## src/rtl/timer_pkg.sv

```systemverilog
// Shared types and helpers for the multi-channel down-count timer.
package timer_pkg;

    typedef enum logic [1:0] {
        StIdle,
        StRun,
        StPaused
    } timer_state_e;

    localparam logic MODE_ONESHOT = 1'b0;
    localparam logic MODE_RELOAD  = 1'b1;

    function automatic int unsigned presc_width(input int unsigned prescale);
        return (prescale <= 2) ? 1 : $clog2(prescale);
    endfunction

endpackage

```

## src/rtl/timer_channel.sv

```systemverilog
// One timer channel: prescaler, down-counter, reload register and IDLE/RUN/PAUSED FSM.
module timer_channel
    import timer_pkg::*;
#(
    parameter int unsigned CNT_W    = 4,
    parameter int unsigned PRESCALE = 5
) (
    input  logic             clk,
    input  logic             reset,
    input  logic             start,
    input  logic             abort,
    input  logic             pause,
    input  logic             auto_reload,
    input  logic [CNT_W-1:0] load_value,
    output logic             expire_now,
    output logic             expired,
    output logic             busy,
    output logic [CNT_W-1:0] count
);

    localparam int unsigned     PW     = presc_width(PRESCALE);
    localparam logic [PW-1:0]   PS_MAX = PW'(PRESCALE - 1);

    timer_state_e     state_q, state_d;
    logic [PW-1:0]    presc_q, presc_d;
    logic [CNT_W-1:0] count_q, count_d;
    logic [CNT_W-1:0] reload_q, reload_d;
    logic             mode_q, mode_d;
    logic             expired_q;
    logic             tick;

    assign tick = (presc_q == PS_MAX);

    always_comb begin
        state_d    = state_q;
        presc_d    = presc_q;
        count_d    = count_q;
        reload_d   = reload_q;
        mode_d     = mode_q;
        expire_now = 1'b0;
        if (abort) begin
            state_d = StIdle;
            count_d = '0;
            presc_d = '0;
        end else if (start) begin
            count_d  = load_value;
            reload_d = load_value;
            mode_d   = auto_reload;
            presc_d  = '0;
            if (load_value == '0) begin
                expire_now = 1'b1;
                state_d    = StIdle;
            end else begin
                state_d = StRun;
            end
        end else if (state_q != StIdle) begin
            // Counting happens on every edge where pause is low, including the resume edge.
            if (pause) begin
                state_d = StPaused;
            end else begin
                state_d = StRun;
                presc_d = tick ? '0 : presc_q + 1'b1;
                if (tick) begin
                    if (count_q > CNT_W'(1)) begin
                        count_d = count_q - 1'b1;
                    end else begin
                        expire_now = 1'b1;
                        if (mode_q == MODE_RELOAD) begin
                            count_d = reload_q;
                        end else begin
                            count_d = '0;
                            state_d = StIdle;
                        end
                    end
                end
            end
        end
    end

    always_ff @(posedge clk or negedge reset) begin
        if (!reset) begin
            state_q   <= StIdle;
            presc_q   <= '0;
            count_q   <= '0;
            reload_q  <= '0;
            mode_q    <= MODE_ONESHOT;
            expired_q <= 1'b0;
        end else begin
            state_q   <= state_d;
            presc_q   <= presc_d;
            count_q   <= count_d;
            reload_q  <= reload_d;
            mode_q    <= mode_d;
            expired_q <= expire_now;
        end
    end

    assign expired = expired_q;
    assign busy    = (state_q != StIdle);
    assign count   = count_q;

endmodule

```

## src/rtl/multi_channel_timer.sv

```systemverilog
// N independent down-count timer channels with per-channel and summary expiry pulses.
module multi_channel_timer
    import timer_pkg::*;
#(
    parameter int unsigned NUM_CH   = 2,
    parameter int unsigned CNT_W    = 4,
    parameter int unsigned PRESCALE = 5
) (
    input  logic                    clk,
    input  logic                    reset,
    input  logic [NUM_CH-1:0]       start,
    input  logic [NUM_CH-1:0]       abort,
    input  logic [NUM_CH-1:0]       pause,
    input  logic [NUM_CH-1:0]       auto_reload,
    input  logic [NUM_CH*CNT_W-1:0] load_value,
    output logic [NUM_CH-1:0]       expired,
    output logic                    any_expired,
    output logic [NUM_CH-1:0]       busy,
    output logic [NUM_CH*CNT_W-1:0] count
);

    logic [NUM_CH-1:0] expire_now;
    logic              any_expired_q;

    for (genvar i = 0; i < NUM_CH; i++) begin : g_ch
        timer_channel #(
            .CNT_W    (CNT_W),
            .PRESCALE (PRESCALE)
        ) u_ch (
            .clk         (clk),
            .reset       (reset),
            .start       (start[i]),
            .abort       (abort[i]),
            .pause       (pause[i]),
            .auto_reload (auto_reload[i]),
            .load_value  (load_value[i*CNT_W +: CNT_W]),
            .expire_now  (expire_now[i]),
            .expired     (expired[i]),
            .busy        (busy[i]),
            .count       (count[i*CNT_W +: CNT_W])
        );
    end

    // Registered from the same conditions so it aligns with the per-channel pulses.
    always_ff @(posedge clk or negedge reset) begin
        if (!reset) begin
            any_expired_q <= 1'b0;
        end else begin
            any_expired_q <= |expire_now;
        end
    end

    assign any_expired = any_expired_q;

endmodule
```

## config.mk

```make
export PLATFORM = sky130hd
export DESIGN_NAME = multi_channel_timer
export DESIGN_NICKNAME = d
export VERILOG_FILES = /design/src/rtl/timer_pkg.sv /design/src/rtl/timer_channel.sv /design/src/rtl/multi_channel_timer.sv
export SDC_FILE = /design/constraint.sdc
export NUM_CORES = 1
export LEC_CHECK = 0
export CAP_MARGIN = 20
export CORE_MARGIN = 2
export CORE_UTILIZATION = 30
export DETAILED_ROUTE_END_ITERATION = 10
export PLACE_DENSITY = 0.49
export SLEW_MARGIN = 20
export SYNTH_ARGS = -nofsm -noshare
export SYNTH_HDL_FRONTEND = slang
export SYNTH_HIERARCHICAL = 1
export SYNTH_SLANG_ARGS = --single-unit
```

## constraint.sdc

```tcl
create_clock -name clk -period 1.95 [get_ports clk]
set_input_delay 0.39 -clock clk [delete_from_list [all_inputs] [get_ports clk]]
set_output_delay 0.39 -clock clk [all_outputs]
set_load 0.005 [all_outputs]
```

Yosys cells after proc, flatten, opt, wreduce, memory -nomap -nowiden
Cells that the tools add are included.
{"block": "word_totals", "out_inout_bits": 13, "reg_bits": 31}
{"block": "op_classes", "eq_ne": 4, "n_bitwise": 2, "magnitude_cmp": 2, "addsub": 4, "n_reduce_logical": 15, "n_mux": 54}
{"cell": "two-way mux 4 bit", "count": 14}
{"cell": "two-way mux 3 bit", "count": 10}
{"cell": "two-way mux 2 bit", "count": 12}
{"cell": "two-way mux 1 bit", "count": 18}
{"cell": "nonzero test 3 bit", "count": 4}
{"cell": "greater-than comparator 4 x 1 -> 1 bit (second input constant)", "count": 2}
{"cell": "logical NOT 4 bit", "count": 2}
{"cell": "AND reduction 2 bit", "count": 4}
{"cell": "subtractor 4 x 1 -> 4 bit (second input constant)", "count": 2}
{"cell": "adder 3 x 1 -> 3 bit (second input constant)", "count": 2}
{"cell": "== test 3 bit (second input constant)", "count": 2}
{"cell": "!= test 3 bit (second input constant)", "count": 2}
{"cell": "AND reduction 3 bit", "count": 2}
{"cell": "nonzero test 2 bit", "count": 2}
{"cell": "NOT 1 bit", "count": 2}
{"cell": "OR reduction 2 bit", "count": 1}

Depth between registers and ports, before layout
Gate-level depths: netlist of run 1.
{"block": "depth", "ltp_word": 8, "ltp_mapped": 6}

By module
Netlist of run 1, hierarchy kept.
{"module": "timer_channel", "seq_area_each_um2": 375.4, "area_per_inst_um2": 839.6, "n_inst": 2, "cells_per_inst": 88}
{"module": "multi_channel_timer", "seq_area_each_um2": 25.0, "area_per_inst_um2": 31.3, "n_inst": 1, "cells_per_inst": 2}

Worst setup path before layout of run 1
No wires, ideal clock.
{"block": "synth_path", "path_type": "register to register", "from": "reg g_ch[0].u_ch.count_q[0]", "to": "reg g_ch[0].u_ch.state_q[0]", "path_stages_with_launch": 7, "arrival_time_ns": 1.392, "t_required_ns": 1.808, "path_slack_ns": 0.416, "path_cell_list": "dfrtp_1 > inv_1 > ha_1 > nor2_1 > or4b_1 > a21oi_1 > a211oi_1"}
{"block": "synth_via", "elab_chain_cells": 7}
{"item": "start, declared", "line": "timer_channel.sv:26", "text": "logic [CNT_W-1:0] count_q, count_d;"}
{"item": "start signal, assigned", "line": "timer_channel.sv:91", "text": "count_q <= count_d;"}
{"item": "greater-than comparator 4 x 1 -> 1 bit", "line": "timer_channel.sv:64", "text": "if (count_q > CNT_W'(1)) begin"}
{"item": "two-way mux 2 bit", "line": "timer_channel.sv:64"}
{"item": "two-way mux 2 bit", "line": "timer_channel.sv:63", "text": "if (tick) begin"}
{"item": "two-way mux 2 bit", "line": "timer_channel.sv:58", "text": "if (pause) begin"}
{"item": "two-way mux 2 bit", "line": "timer_channel.sv:56", "text": "end else if (state_q != StIdle) begin"}
{"item": "two-way mux 2 bit", "line": "timer_channel.sv:45", "text": "end else if (start) begin"}
{"item": "two-way mux 2 bit", "line": "timer_channel.sv:41", "text": "if (abort) begin"}
{"item": "end signal, assigned", "line": "timer_channel.sv:82", "text": "state_q <= StIdle;"}
{"item": "end signal, assigned", "line": "timer_channel.sv:89", "text": "state_q <= state_d;"}
{"item": "end, declared", "line": "timer_channel.sv:24", "text": "timer_state_e state_q, state_d;"}
Every way passes these cells. The select of a mux whose other input is x is not followed.
A chain may end at the register's enable or synchronous reset.

Worst setup path after layout of run 1
{"block": "layout_path", "from": "reg g_ch[1].u_ch.state_q[1]", "to": "out busy[1]"}
{"block": "layout_via", "elab_chain_cells": 1}
{"item": "start, declared", "line": "timer_channel.sv:24"}
{"item": "start signal, assigned", "line": "timer_channel.sv:82"}
{"item": "start signal, assigned", "line": "timer_channel.sv:89"}
{"item": "nonzero test 2 bit", "line": "timer_channel.sv:99", "text": "assign busy = (state_q != StIdle);"}
{"item": "end, declared", "line": "multi_channel_timer.sv:18", "text": "output logic [NUM_CH-1:0] busy,"}
Every way passes these cells.

==> results of run 1 <==
[final timing paths]
path	startpoint	cells past startpoint	slack (ns)	end
worst max register to register	g_ch[1].u_ch/count[0]	5	0.29	g_ch[1].u_ch/count[1]
worst min-delay path	reset	2	0.51	g_ch[1].u_ch/count[3]
worst min register to register	g_ch[1].u_ch/reload_q[0]	1	0.51	g_ch[1].u_ch/reload_q[0]
min in group clk	g_ch[1].u_ch/reload_q[0]	1	0.51	g_ch[1].u_ch/reload_q[0]
worst max-delay path	g_ch[1].u_ch/state_q[1]	2	0.12	busy[1]
max in group asynchronous	reset	2	1.14	g_ch[1].u_ch/reload_q[3]
[where the power goes]
group          internal [mW]  switching (mW)  leakage [nW]
clock network          0.322           0.233        0.0515
logic                  0.144           0.125         0.524
registers              0.687          0.0425         0.404
total                   1.15           0.400         0.979
[flip-flops by register name (all words and copies together) (netlist names)]
| signal | flops |
|---|---|
| g_ch.u_ch/count | 8 |
| g_ch.u_ch/reload_q | 8 |
| g_ch.u_ch/presc_q | 6 |
| g_ch.u_ch/state_q | 4 |
| g_ch.u_ch/expired | 2 |
| g_ch.u_ch/mode_q | 2 |
| any_expired | 1 |
[cell type report]
| class | instances | area share |
|---|---|---|
| clock buffer | 8 | 0.0442 |
| inverter | 14 | 0.0232 |
| multi-input combinational | 127 | 0.378 |
| sequential | 31 | 0.342 |
| tap | 72 | 0.0398 |
| timing repair buffer | 42 | 0.172 |
[logic make-up (layout without fill, tap and decap cells)]
kind of cell	after synthesis	after routing	synth area share
buffers and inverters	20	64	0.0454
adder cells (fa/ha/maj)	8	8	0.0585
flip-flops	31	31	0.454
multiplexers	12	12	0.0775
AND/OR/NAND/NOR	61	61	0.189
AO/OA/AOI/OAI	46	46	0.176
[per-layer routing]
metal	up-vias	wire, um	track usage
met1	707	1970	0.196
met4	0	27	0.0466
met3	2	180	0.0271
li1	728	-	-
met2	43	1970	0.226
met5	-	0	0
[metrics by stage]
stage	worst slack (ns)	cells	power (mW)
6_report	0.122	294	1.55
5_1_grt	0.0672	294	1.65
2_1_floorplan	0.416	178	0.875
4_1_cts	0.0963	294	1.58
3_5_place_dp	0.0237	286	1.01
3_3_place_gp	0.0557	286	1.01
[cell usage after synthesis (all sizes together)]
library cell   n  area, um2
dfrtp         31        776
mux2i          2       20.0
nor4           2       12.5
clkbuf         4       15.0
nor2           8       30.0
or2            3       18.8
o21bai         2       22.5
a41o           4       40.0
ha             8        100
a211oi         2       15.0
nand2         16       65.1
a21oi         10       50.1
or3            4       25.0
nand3          4       20.0
buf            2       10.0
and3           4       25.0
o211ai         2       15.0
or4b           2       20.0
o21ai         18       90.1
inv           14       52.6
o21ba          2       20.0
o41ai          2       17.5
a22oi          4       30.0
nor2b          2       12.5
nor3          10       50.1
nor3b          4       30.0
or4            2       15.0
mux2          10        113
[worst reg2reg max path: stages (launching register included)]
cell and delay (ns):
dfrtp_1 0.43, inv_1 0.11, ha_1 0.25, o21ai_1 0.28, mux2_1 0.35, o211ai_1 0.16
==> impl_metrics.ini, run 1 <==
[outcome]
status = complete, no violations

[floorplan]
num_rows = 27
die_height_um = 79.5
dieArea_um2 = 6320
io-pin-count = 31
die_w_um = 79.5
fp.coreArea_um2 = 5510
initial_core_util = 0.311

[clock_network]
clk_path_buf_depth = 2
cts-resized-gates = 0
clkTransAtPathRegs_ns = 0.07
cts_root_buf = clkbuf_8
clock_sinks = 31
cts_inserted_buffers = 5
cts_tree = yes
post_cts_buffers = 0
clkLatencyLatePin_ns = 0.27
cts_max_level = 2
holdBufCountCts = 0

[cells_and_area]
drive_above_1_share = 0.140
post-route-util = 0.411
multi_input_area_um2 = 857
synthToLayoutAreaGrowth_pct = 32.5
finalInstanceArea_um2 = 2270
mostFrequentLayoutCell = dfrtp_1
regArea_um2 = 776
final_cell_mix = dfrtp_1, clkdlybuf4s50_1, inv_1, nand2_1
n_antenna_cell = 0
fin_nets = 247
fillers = 558

[timing]
period_needed_ns = 1.83
fin_hold_ws_ns = 0.506
worst_pin_slew_ns = 0.408
final-max-slew-violation-count = 0
worst_clock_skew_ns = 0.00659
rsz0062_at_grt = false
fmax_ghz = 0.547
finalSetupViolations = 0
fin_setup_tns_ns = 0
max_slew_margin = 0.728
hold_viol_final = 0
period_share = 0.937

[global_route]
grt_antenna_before_repair = 0
grt_pass1_vias = 1461
grt_first_pass_wirelength_um = 7100
track_usage = 0.143
grt_max_degree = 32
grt_overflow = 0

[placement]
numPortBuffers = 30
gp_congestion = 0.878
dp_hpwl_um = 3090
dpl-instance-area_um2 = 2170

[synth]
synth_nets = 204
synth_cells = 178
synth_seq_cells = 31
syn_area_per_cell_um2 = 9.61
syn_area_um2 = 1710
ys_types = 32
yosysSeqAreaShare = 0.454
synth_warnings = 6

[drt]
routedWlPerCell_um = 14.1
finalWirelength_um = 4140
via_per_inst = 5.03
drc = 0
dr.pass1.iters = 4
ant_nets = 0
num_vias = 1480
drtIter0Drc = 103

[setup_path]
crit_required_ns = 1.56
crit_type = reg2out
crit_arrival_ns = 1.44
crit_path_cell_trace = or2_2 > clkdlybuf4s50_1
end_kind = primary output
crit_family = buffers and inverters
max_stage_delay_ns = 0.45
slowest_stage = clkdlybuf4s50_1
worst_setup_path_start_kind = flop
crit_buf_inv = 1
cp_max_fo = 3

[pwr]
powerDensity_nw_per_um2 = 686
peakVddDrop_mv = 0.398
power.leakage_nw = 0.979

[hold_path]
min_path_type = in2async

[job]
cap_violations = 0
Power figures use the tool's default switching activity.
==> run 2, diff against run 1 <==
--- a/config.mk
+++ b/config.mk
@@ -10,6 +10,7 @@
 export CORE_UTILIZATION = 30
 export DETAILED_ROUTE_END_ITERATION = 10
 export PLACE_DENSITY = 0.49
+export SKIP_LAST_GASP = 1
 export SLEW_MARGIN = 20
 export SYNTH_ARGS = -nofsm -noshare
 export SYNTH_HDL_FRONTEND = slang
==> results of run 2 <==
The final DEF is identical to that of run 1; final timing and power are the same.
